### src/rtl/gate_vector_driver_if.sv
// Bundles the self-test handshake and result signals of gate_vector_driver.
// master = the driver block, slave = whatever observes it and supplies gate_in.
interface gate_vector_driver_if;
    logic       start;
    logic       gate_in;
    logic       a_out;
    logic       b_out;
    logic       busy;
    logic       done;
    logic       pass;
    logic       mismatch;
    logic [7:0] err_count;
    logic [1:0] last_fail_vec;

    modport master (
        input  start, gate_in,
        output a_out, b_out, busy, done, pass, mismatch, err_count, last_fail_vec
    );

    modport slave (
        output start, gate_in,
        input  a_out, b_out, busy, done, pass, mismatch, err_count, last_fail_vec
    );
endinterface

### src/rtl/gate_vector_driver.sv
// Sweeps a 2-input gate through 00,01,10,11 (LOOPS times), checks gate_in against GATE_FUNC.
// Latency: first vector one edge after start; sweep lasts 4*LOOPS*HOLD_CYCLES cycles.
// Backpressure: none; start is only honoured in IDLE/DONE and ignored while running.
module gate_vector_driver #(
    parameter int unsigned HOLD_CYCLES   = 4,
    parameter int unsigned SETTLE_CYCLES = 2,
    parameter int unsigned LOOPS         = 1,
    parameter logic [3:0]  GATE_FUNC     = 4'b1000
) (
    input  logic                 clk,
    input  logic                 rst_n,
    gate_vector_driver_if.master bus
);

    typedef enum logic [1:0] {S_IDLE, S_RUN, S_DONE} state_t;

    localparam logic [7:0] HOLD_LAST = 8'(HOLD_CYCLES - 1);
    localparam logic [7:0] SAMPLE_AT = 8'(SETTLE_CYCLES - 1);
    localparam logic [7:0] LOOP_LAST = 8'(LOOPS - 1);

    state_t     r_state;
    state_t     w_state_nxt;
    logic [1:0] r_vec;
    logic [7:0] r_hold;
    logic [7:0] r_loop;
    logic       r_busy;
    logic       r_done;
    logic       r_mismatch;
    logic [7:0] r_err;
    logic [1:0] r_last;

    logic       w_start_acc;
    logic       w_vec_end;
    logic       w_sweep_end;
    logic       w_sample;
    logic       w_fail;

    always_ff @(posedge clk or negedge rst_n) begin
        if (!rst_n) r_state <= S_IDLE;
        else        r_state <= w_state_nxt;
    end

    // r_hold counts edges since the current vector was applied.
    always_comb begin
        w_state_nxt = r_state;
        w_start_acc = 1'b0;
        w_vec_end   = 1'b0;
        w_sweep_end = 1'b0;
        w_sample    = 1'b0;
        case (r_state)
            S_IDLE, S_DONE: begin
                if (bus.start) begin
                    w_start_acc = 1'b1;
                    w_state_nxt = S_RUN;
                end
            end
            S_RUN: begin
                w_sample  = (r_hold == SAMPLE_AT);
                w_vec_end = (r_hold == HOLD_LAST);
                if (w_vec_end && (r_vec == 2'b11) && (r_loop == LOOP_LAST)) begin
                    w_sweep_end = 1'b1;
                    w_state_nxt = S_DONE;
                end
            end
            default: w_state_nxt = S_IDLE;
        endcase
    end

    assign w_fail = w_sample && (bus.gate_in != GATE_FUNC[r_vec]);

    always_ff @(posedge clk or negedge rst_n) begin
        if (!rst_n) begin
            r_vec      <= 2'b00;
            r_hold     <= 8'd0;
            r_loop     <= 8'd0;
            r_busy     <= 1'b0;
            r_done     <= 1'b0;
            r_mismatch <= 1'b0;
            r_err      <= 8'd0;
            r_last     <= 2'b00;
        end else begin
            r_mismatch <= w_fail;
            if (w_start_acc) begin
                r_vec  <= 2'b00;
                r_hold <= 8'd0;
                r_loop <= 8'd0;
                r_busy <= 1'b1;
                r_done <= 1'b0;
                r_err  <= 8'd0;
                r_last <= 2'b00;
            end else if (r_state == S_RUN) begin
                if (w_vec_end) begin
                    r_hold <= 8'd0;
                    r_vec  <= r_vec + 2'd1;
                    if (r_vec == 2'b11) r_loop <= r_loop + 8'd1;
                end else begin
                    r_hold <= r_hold + 8'd1;
                end
                // Vector wraps 11 -> 00 on its own, so a/b return to 0 at sweep end.
                if (w_sweep_end) begin
                    r_busy <= 1'b0;
                    r_done <= 1'b1;
                    r_loop <= 8'd0;
                end
                if (w_fail) begin
                    if (r_err != 8'hFF) r_err <= r_err + 8'd1;
                    r_last <= r_vec;
                end
            end
        end
    end

    assign bus.a_out         = r_vec[1];
    assign bus.b_out         = r_vec[0];
    assign bus.busy          = r_busy;
    assign bus.done          = r_done;
    assign bus.mismatch      = r_mismatch;
    assign bus.err_count     = r_err;
    assign bus.last_fail_vec = r_last;
    assign bus.pass          = r_done && (r_err == 8'd0);

endmodule

### src/flat_wrapper.sv
// flat-port wrapper written by rule: the top's interface ports become plain ports
module gate_vector_driver_flat 
#(
    parameter int unsigned HOLD_CYCLES   = 4,
    parameter int unsigned SETTLE_CYCLES = 2,
    parameter int unsigned LOOPS         = 1,
    parameter logic [3:0]  GATE_FUNC     = 4'b1000
)
  (clk, rst_n, bus_start, bus_gate_in, bus_a_out, bus_b_out, bus_busy, bus_done, bus_pass, bus_mismatch, bus_err_count, bus_last_fail_vec);
  gate_vector_driver_if bus_i ();
  input  logic clk;
  input  logic rst_n;
  input wire logic [$bits(bus_i.start)-1:0] bus_start;
  input wire logic [$bits(bus_i.gate_in)-1:0] bus_gate_in;
  output wire logic [$bits(bus_i.a_out)-1:0] bus_a_out;
  output wire logic [$bits(bus_i.b_out)-1:0] bus_b_out;
  output wire logic [$bits(bus_i.busy)-1:0] bus_busy;
  output wire logic [$bits(bus_i.done)-1:0] bus_done;
  output wire logic [$bits(bus_i.pass)-1:0] bus_pass;
  output wire logic [$bits(bus_i.mismatch)-1:0] bus_mismatch;
  output wire logic [$bits(bus_i.err_count)-1:0] bus_err_count;
  output wire logic [$bits(bus_i.last_fail_vec)-1:0] bus_last_fail_vec;
  assign bus_i.start = bus_start;
  assign bus_i.gate_in = bus_gate_in;
  assign bus_a_out = bus_i.a_out;
  assign bus_b_out = bus_i.b_out;
  assign bus_busy = bus_i.busy;
  assign bus_done = bus_i.done;
  assign bus_pass = bus_i.pass;
  assign bus_mismatch = bus_i.mismatch;
  assign bus_err_count = bus_i.err_count;
  assign bus_last_fail_vec = bus_i.last_fail_vec;
  gate_vector_driver #(.HOLD_CYCLES(HOLD_CYCLES), .SETTLE_CYCLES(SETTLE_CYCLES), .LOOPS(LOOPS), .GATE_FUNC(GATE_FUNC)) u_core (.clk(clk), .rst_n(rst_n), .bus(bus_i));
endmodule
### config.mk
export PLATFORM = sky130hd
export DESIGN_NAME = gate_vector_driver_flat
export DESIGN_NICKNAME = d
export VERILOG_FILES = /design/src/rtl/gate_vector_driver_if.sv /design/src/rtl/gate_vector_driver.sv /design/src/flat_wrapper.sv
export SDC_FILE = /design/constraint.sdc
export NUM_CORES = 1
export LEC_CHECK = 0
export ABC_CLOCK_PERIOD_IN_PS = 2900
export CAP_MARGIN = 5
export CORE_UTILIZATION = 60
export DETAILED_ROUTE_END_ITERATION = 8
export GPL_TIMING_DRIVEN = 1
export HOLD_SLACK_MARGIN = 0.06
export PLACE_DENSITY = 0.84
export SLEW_MARGIN = 40
export SYNTH_ARGS = -nofsm -noshare
export SYNTH_HDL_FRONTEND = slang
export SYNTH_SLANG_ARGS = --single-unit
export TNS_END_PERCENT = 10
### constraint.sdc
create_clock -name clk -period 2.9 [get_ports clk]
set_input_delay 0.87 -clock clk [delete_from_list [all_inputs] [get_ports clk]]
set_output_delay 0.87 -clock clk [all_outputs]
set_load 0.01 [all_outputs]
== After elaboration in Yosys (flattened, before gate mapping) ==
Cells that the tools add are included.
Widths: inputs -> output; s select.
Storage, ports and cells
  bits in registers: 33
  output and inout bits: 16
  input port bits: 4
  logic and storage cells: 79
Cells by class
  multiplexer cells: 35
  order comparisons: 1
  equal/unequal tests: 9
  reductions and logical operators: 21
  $add $sub $neg: 4
Operators by type and width (number)
  $mux 8: 12
  $add 8x1->8 const B: 3
  $logic_not 8->1: 2
  $mux 2: 8
  $mux 1: 13
  $reduce_bool 2->1: 5
  $eq 8x1->1 const B: 1
  $eq 8x2->1 const B: 1
  $ne 8x8->1 const B: 1
  $reduce_and 2->1: 4
  $reduce_and 3->1: 2
  $reduce_bool 3->1: 2
  $eq 2x2->1 const B: 2
  $logic_and 1x1->1: 4
  $pmux 2 s2: 1
  $lt 2x3->1 const B: 1
  $add 2x1->2 const B: 1
  $bmux 1 s2: 1
  $eq 2x1->1 const B: 1
  $logic_not 2->1: 1
  $ne 2x1->1 const B: 1
  $ne 2x2->1 const B: 1
  $reduce_or 2->1: 1
  $ne 1x1->1: 1

== Depth between registers and ports, before layout ==
Gate-level depths: netlist of the first run.
  depth after elaboration: 8
  gate-level depth with buffers: 7
  depth with buffers taken out: 7

== Worst setup path after synthesis of the first run ==
Ideal clock, no wire load.
  kind: input-to-reg
  start point: in bus_gate_in
  end point: reg u_core.r_err[3] (netlist: u_core.bus.err_count[3])
  data required time: 2.822 ns
  arrival: 1.884 ns
  slack: 0.938 ns
  path buffers: 0
  stages on the path: 4
  cells stage by stage: xor2_1 -> nand4_4 -> or4_1 -> a21oi_1
On the way
  cells in the longest elaborated chain, start to end: 4
Ends and longest elaborated chain
  start, declared: line flat_wrapper.sv:14  | input wire logic [$bits(bus_i.gate_in)-1:0] bus_gate_in;
  $ne 1x1->1: line gate_vector_driver.sv:69  | assign w_fail = w_sample && (bus.gate_in != GATE_FUNC[r_vec]);
  $logic_and 1x1->1: line gate_vector_driver.sv:69
  $reduce_bool 2->1 (no line)
  $reduce_and 3->1 (no line)
  end signal, assigned: line gate_vector_driver.sv:106  | if (r_err != 8'hFF) r_err <= r_err + 8'd1;
  end, declared: line gate_vector_driver.sv:29  | logic [7:0] r_err;
Every way passes these cells.
A chain may end at the register's enable or synchronous reset.

== Worst setup path after layout of the first run ==
  start point: reg u_core.r_err[3] (netlist: u_core.bus.err_count[3])
  end point: out bus_pass
On the way
  cells in the longest elaborated chain, start to end: 2
Ends and longest elaborated chain
  $logic_not 8->1: line gate_vector_driver.sv:120  | assign bus.pass = r_done && (r_err == 8'd0);
  $logic_and 1x1->1: line gate_vector_driver.sv:120
  end, declared: line flat_wrapper.sv:19  | output wire logic [$bits(bus_i.pass)-1:0] bus_pass;
Every way passes these cells.

==> qor.yml, run 1 <==
run_status:
  status: "finished, violations left"
  violations: "DRC"
sta:
  holdWs_ps: 531
  worst_pin_slew_ps: 729
  drv_slew: 0
  clock_skew_ps: 4.33
  period_share: 0.929
  setup_tns_ps: 0
  period_needed_ps: 2690
  setup_viol: 0
  slew_headroom: 0.502
  final_hold_viol_count: 0
  rsz0062_at_grt: "false"
  fmax_ghz: 0.371
pwr:
  switching_power_mw: 0.641
  power_mw: 1.61
  power_frac_comb: 0.417
  p_clk_frac: 0.160
  p_int_mw: 0.965
  p_sw_frac: 0.399
  p_seq_frac: 0.423
  ir_worst_vdd_mv: 0.525
  power_density_nw_per_um2: 760
  p_leak_nw: 0.879
clocking:
  clock_latency_ps: 330
  cts_buffer_depth: 2
  cts_setup_buffers: 0
  cts_tree: "done"
  cts-buffers-inserted: 5
  cts_max_level: 2
  cts_resized: 0
  cts-root-buf: "clkbuf_4"
  clk_pin_slew_ps: 90
  cts.sinks: 33
  holdBufCountCts: 0
critical_path:
  worstPathCellList: "nor4b_1, and4b_1, clkdlybuf4s50_1"
  crit_path_end_kind: "output pin"
  path_max_fanout: 7
  cpPeakStageDelay_ps: 530
  cp.arrival_ps: 1820
  slowest_stage: "clkdlybuf4s50_1"
  crit_type: "flip-flop to output pin"
  startpoint_type: "flip-flop"
  crit_required_ps: 2030
synthesis:
  yosysWarnings: 0
  ys_ff_latch: 33
  ys_async_sr_fraction: 1.00
  synth_cell_types: 47
  syn_avg_cell_area_um2: 9.64
  synthesis.area_um2: 1830
  syn_nets: 202
  ys_seq_area_frac: 0.451
  ys_dominant_reg_cell: "dfrtp_1"
  syn_inst: 190
  synth_edf_count: 0
cells_and_area:
  finalNonFillerCells: 243
  layout_commonest_cell: "dfrtp_1"
  layout-drive-gt1-share: 0.0849
  final_cell_mix: "dfrtp_1, clkdlybuf4s50_1, nand2_1"
  fin_nets: 224
  post-route-util: 0.747
  areaGrowthSynthToFinish_pct: 15.3
  num_antenna_cells: 0
global_route:
  first_global_vias: 1535
  gr-usage-all-layers: 0.271
  antenna_found_initial: 0
  overflow: 0
  grt_max_degree: 34
  grt_first_pass_wirelength_mm: 6.76
floorplanning:
  rows: 19
  core-area_um2: 2830
  die_w_um: 57.3
  die_y_um: 57.3
  io_pins: 20
  die-area_um2: 3280
  start_util: 0.648
hold_path:
  hp-class: "flip-flop to flip-flop"
routing:
  route.vias.total: 1590
  routed_wl_mm: 3.90
  vias_per_cell: 6.54
  drt_iter0_drc: 130
  drc: 4
  drtAntennaViolNets: 0
  drt-pass1-iter-count: 6
  avgRoutedWirePerCell_um: 16.1
placement:
  dp.cells: 236
  numPortBuffers: 19
  hpwl_mm: 2.81
  place.gp.congestion: 0.870
job:
  maxCapViolations: 0
final cells by class:
cell class | instances | area (um2)
clock buffers | 7 | 55.1
inverters | 9 | 33.8
flip-flops and latches | 33 | 826
multi-input cells | 139 | 931
repair buffers | 24 | 228
fillers | 195 | 717
well taps | 31 | 38.8
flip-flops by register name, summed over array words and instances, names as in the netlist:
register,cells
u_core.r_vec,2
u_core.bus.err_count,8
u_core.bus.last_fail_vec,2
u_core.r_loop,8
u_core.bus.done,1
u_core.bus.busy,1
u_core.r_hold,8
u_core.r_state,2
u_core.bus.mismatch,1
cells in the mapped netlist (2+ instances only):
cell | count | area share
a2111oi_0 | 2 | 0.0096
a211oi_1 | 3 | 0.012
a21o_1 | 2 | 0.0082
a21oi_1 | 12 | 0.033
and4b_1 | 2 | 0.011
clkbuf_1 | 7 | 0.014
dfrtp_1 | 33 | 0.45
ha_1 | 8 | 0.055
inv_1 | 9 | 0.018
nand2_1 | 18 | 0.037
nand2b_1 | 2 | 0.0068
nand3_1 | 13 | 0.036
nand4_1 | 5 | 0.017
nor2_1 | 13 | 0.027
nor2b_1 | 2 | 0.0068
nor3_1 | 2 | 0.0055
nor4b_1 | 2 | 0.0096
o211ai_1 | 2 | 0.0082
o21ai_0 | 6 | 0.016
o31ai_1 | 7 | 0.029
o32ai_1 | 2 | 0.0096
or3_1 | 3 | 0.010
or4_1 | 6 | 0.025
xnor2_1 | 4 | 0.019
xor2_1 | 3 | 0.014
power groups by stage:
stage | clock network (mW) | registers [mW] | logic (mW)
2_1_floorplan | 0 | 0.675 | 0.426
3_3_place_gp | 0 | 0.673 | 0.636
3_5_place_dp | 0 | 0.686 | 0.665
4_1_cts | 0.267 | 0.676 | 0.670
5_1_grt | 0.283 | 0.698 | 0.745
6_report | 0.258 | 0.679 | 0.669
worst paths after layout:
path / start / to / slack [ps] / cells past startpoint
max: u_core.bus.err_count[3] / bus_pass / 210 / 3
min: u_core.bus.last_fail_vec[0] / u_core.bus.last_fail_vec[0] / 530 / 2
max reg2reg: u_core.r_hold[2] / u_core.bus.err_count[2] / 620 / 5
min reg2reg: u_core.bus.last_fail_vec[0] / u_core.bus.last_fail_vec[0] / 530 / 2
max in group asynchronous: rst_n / u_core.r_hold[0] / 1660 / 2
min in group asynchronous: rst_n / u_core.bus.mismatch / 950 / 2
layer usage:
metal  share of wire  GRT usage
met5               0          0
met4           0.018      0.150
met3           0.048     0.0544
met2            0.49      0.435
met1            0.45      0.347
kinds of logic after synthesis:
| group | Yosys count | synth area share |
|---|---|---|
| xor+xnor | 7 | 0.0335 |
| buf+inv | 18 | 0.0410 |
| compound gates | 44 | 0.163 |
| simple gates | 79 | 0.251 |
| mux | 1 | 0.00546 |
| flops | 33 | 0.451 |
| fa+ha+maj | 8 | 0.0546 |
through the flow:
stage          cell area [um2]  setup slack (ps)
2_1_floorplan             1830               938
3_3_place_gp              2060               318
3_5_place_dp              2060               232
4_1_cts                   2110               196
5_1_grt                   2110               149
6_report                  2110               205
critical path, delay by kind of cell (launching register included):
family,cells,cell delay [ps]
buf+inv,1,530
flops,1,460
simple gates,2,510
(Power assumes the default switching activity.)
==> inputs of run 2 (changes only) <==
Settings changed: CELL_PAD_IN_SITES_DETAIL_PLACEMENT from default to 1, CELL_PAD_IN_SITES_GLOBAL_PLACEMENT from default to 1, CORE_UTILIZATION 60 to 46, PLACE_DENSITY 0.84 to default, PLACE_DENSITY_LB_ADDON from default to 0.1.
==> run 2 against run 1 <==
  * The flow now finishes without violations
  * Clock skew is 2.3 ps higher
  * Routed wire length is 17% higher
  * Global-route usage is 2.4 points lower
  * Clock power is 38% higher
  * Die area is 29% higher
  * Combinational power is 1% higher
  * Utilization is 17 points lower
  * Worst hold slack worse by 18 ps
  * Power is 6.7% higher
  * Non-clock buffer count is 1 lower
  * Critical path type unchanged
==> qor.yml, run 2 (same netlist as run 1, synthesis figures left out) <==
pwr:
  p_sw_frac: 0.396  # was 0.399
  p_clk_frac: 0.208  # was 0.160
  switching_power_mw: 0.679  # was 0.641 mW
  p_leak_nw: 0.888  # was 0.879 nW
  power_frac_comb: 0.395  # was 0.417
  p_seq_frac: 0.398  # was 0.423
  power_density_nw_per_um2: 794  # was 760 nW/um2
  p_int_mw: 1.03  # was 0.965 mW
  ir_worst_vdd_mv: 0.427  # was 0.525 mV
routing:
  drt-met1-wl_mm: 2.08  # was 1.74 mm
  drt-pass1-iter-count: 4  # was 6
  top_layer_used: "met4"  # unchanged
  routed_wl_mm: 4.55  # was 3.90 mm
  drt_iter0_drc: 103  # was 130
  wl_met3_um: 118  # was 187 um
  vias_per_cell: 6.09  # was 6.54
  drtAntennaViolNets: 0  # unchanged
  avgRoutedWirePerCell_um: 17.6  # was 16.1 um
  route.vias.total: 1578  # was 1590
  met2_length_mm: 2.28  # was 1.90 mm
  drc: 0  # was 4
sta:
  rsz0062_at_grt: "false"  # unchanged
  clock_skew_ps: 6.60  # was 4.33 ps
  slew_headroom: 0.509  # was 0.502
  drv_slew: 0  # unchanged
  setup_viol: 0  # unchanged
  period_share: 0.956  # was 0.929
  period_needed_ps: 2770  # was 2690 ps
  setup_tns_ps: 0  # unchanged
  setup_slack_ps: 127  # was 205 ps
  worst_pin_slew_ps: 733  # was 729 ps
  final_hold_viol_count: 0  # unchanged
  holdWs_ps: 513  # was 531 ps
  fmax_ghz: 0.361  # was 0.371 GHz
critical_path:
  crit_family: "simple AND/OR/NAND/NOR gates"  # was buffers and inverters
  startpoint_type: "flip-flop"  # unchanged
  crit_required_ps: 2030  # about the same
  cpPeakStageDelay_ps: 530  # about the same
  cp.arrival_ps: 1900  # was 1820 ps
  crit_type: "flip-flop to output pin"  # unchanged
  worstPathCellList: "nor4b_1, and4b_1, clkdlybuf4s50_1"  # unchanged
  path_max_fanout: 7  # unchanged
  slowest_stage: "clkdlybuf4s50_1"  # unchanged
  crit_path_end_kind: "output pin"  # unchanged
  cp.buffers_inverters: 1  # unchanged
placement:
  place.gp.congestion: 0.763  # was 0.870
  dp_slack_ps: 213  # was 232 ps
  numPortBuffers: 19  # unchanged
  dp.cells: 252  # was 236
  hpwl_mm: 3.17  # was 2.81 mm
clocking:
  clock_latency_ps: 290  # was 330 ps
  holdBufCountCts: 0  # unchanged
  clk_pin_slew_ps: 70  # was 90 ps
  cts_resized: 0  # unchanged
  cts.sinks: 33  # unchanged
  cts_tree: "done"  # unchanged
  cts_max_level: 2  # unchanged
  cts_setup_buffers: 0  # unchanged
  cts_buffer_depth: 2  # unchanged
  cts-buffers-inserted: 5  # unchanged
  cts-root-buf: "clkbuf_8"  # was clkbuf_4
cells_and_area:
  finalNonFillerCells: 259  # was 243
  final_cell_mix: "dfrtp_1, clkdlybuf4s50_1, nand2_1"  # unchanged
  num_antenna_cells: 0  # unchanged
  layout-drive-gt1-share: 0.0806  # was 0.0849
  areaGrowthSynthToFinish_pct: 17.8  # was 15.3%
  fin_nets: 223  # was 224
  post-route-util: 0.576  # was 0.747
  layout_commonest_cell: "dfrtp_1"  # unchanged
floorplanning:
  io_pins: 20  # unchanged
  rows: 22  # was 19
  die_y_um: 65.1  # was 57.3 um
  die-area_um2: 4240  # was 3280 um2
  die_w_um: 65.1  # was 57.3 um
  core-area_um2: 3740  # was 2830 um2
  start_util: 0.489  # was 0.648
global_route:
  grt_max_degree: 34  # unchanged
  grt_first_pass_wirelength_mm: 7.91  # was 6.76 mm
  overflow: 0  # unchanged
  gr-usage-all-layers: 0.248  # was 0.271
  antenna_found_initial: 0  # unchanged
  first_global_vias: 1615  # was 1535
job:
  maxCapViolations: 0  # unchanged
hold_path:
  hp-class: "flip-flop to flip-flop"  # unchanged
run_status:
  status: "finished, final reports clean"  # was finished, violations left
[run 2: cell types whose count changed in the layout (fill, tap and decap cells not counted)]
cell | previous run | this run
buf_4 | 5 | 4
clkbuf_4 | 5 | 0
clkbuf_8 | 1 | 6
[run 2: cell type report]
type	instances	area, um2
clock buffers	7	86.3
fillers	437	1590
inverters	9	33.8
multi-input cells	139	931
flip-flops and latches	33	826
well taps	48	60.1
repair buffers	23	220
[run 2: worst register-to-register path, stage by stage (launching register included)]
cell and delay [ps]:
dfrtp_1 470, nor4_4 660, nand4_4 390, or4_1 590, a21oi_1 160
[run 2: through the flow]
| stage | area, um2 | power, mW |
|---|---|---|
| 3_5_place_dp | 2070 | 1.37 |
| 5_1_grt | 2160 | 1.83 |
| 2_1_floorplan | 1830 | 1.10 |
| 4_1_cts | 2160 | 1.72 |
| 3_3_place_gp | 2070 | 1.33 |
| 6_report | 2160 | 1.71 |
[run 2: final timing paths]
path	cells after the start	startpoint	to	slack [ps]
min in group asynchronous	2	rst_n	u_core.r_loop[7]	990
hold reg to reg	2	u_core.bus.busy	u_core.bus.busy	510
hold / removal	2	u_core.bus.busy	u_core.bus.busy	510
max in group asynchronous	2	rst_n	u_core.r_hold[6]	1610
setup / recovery	3	u_core.bus.err_count[3]	bus_pass	130
setup reg to reg	4	u_core.r_hold[3]	u_core.bus.err_count[3]	560
[run 2: power by group through the flow]
stage | logic (mW) | clock network [mW] | registers [mW]
final | 0.676 | 0.356 | 0.681
after global routing | 0.751 | 0.381 | 0.699
after CTS | 0.685 | 0.359 | 0.679
after detailed placement | 0.679 | 0 | 0.687
after global placement | 0.648 | 0 | 0.677
after floorplan | 0.426 | 0 | 0.675
[run 2: per-layer routing]
metal | GRT usage | vias to the layer above
met5 | 0 | -
met2 | 0.413 | 21
met1 | 0.320 | 804
li1 | - | 747
met4 | 0.0897 | 0
met3 | 0.0469 | 6
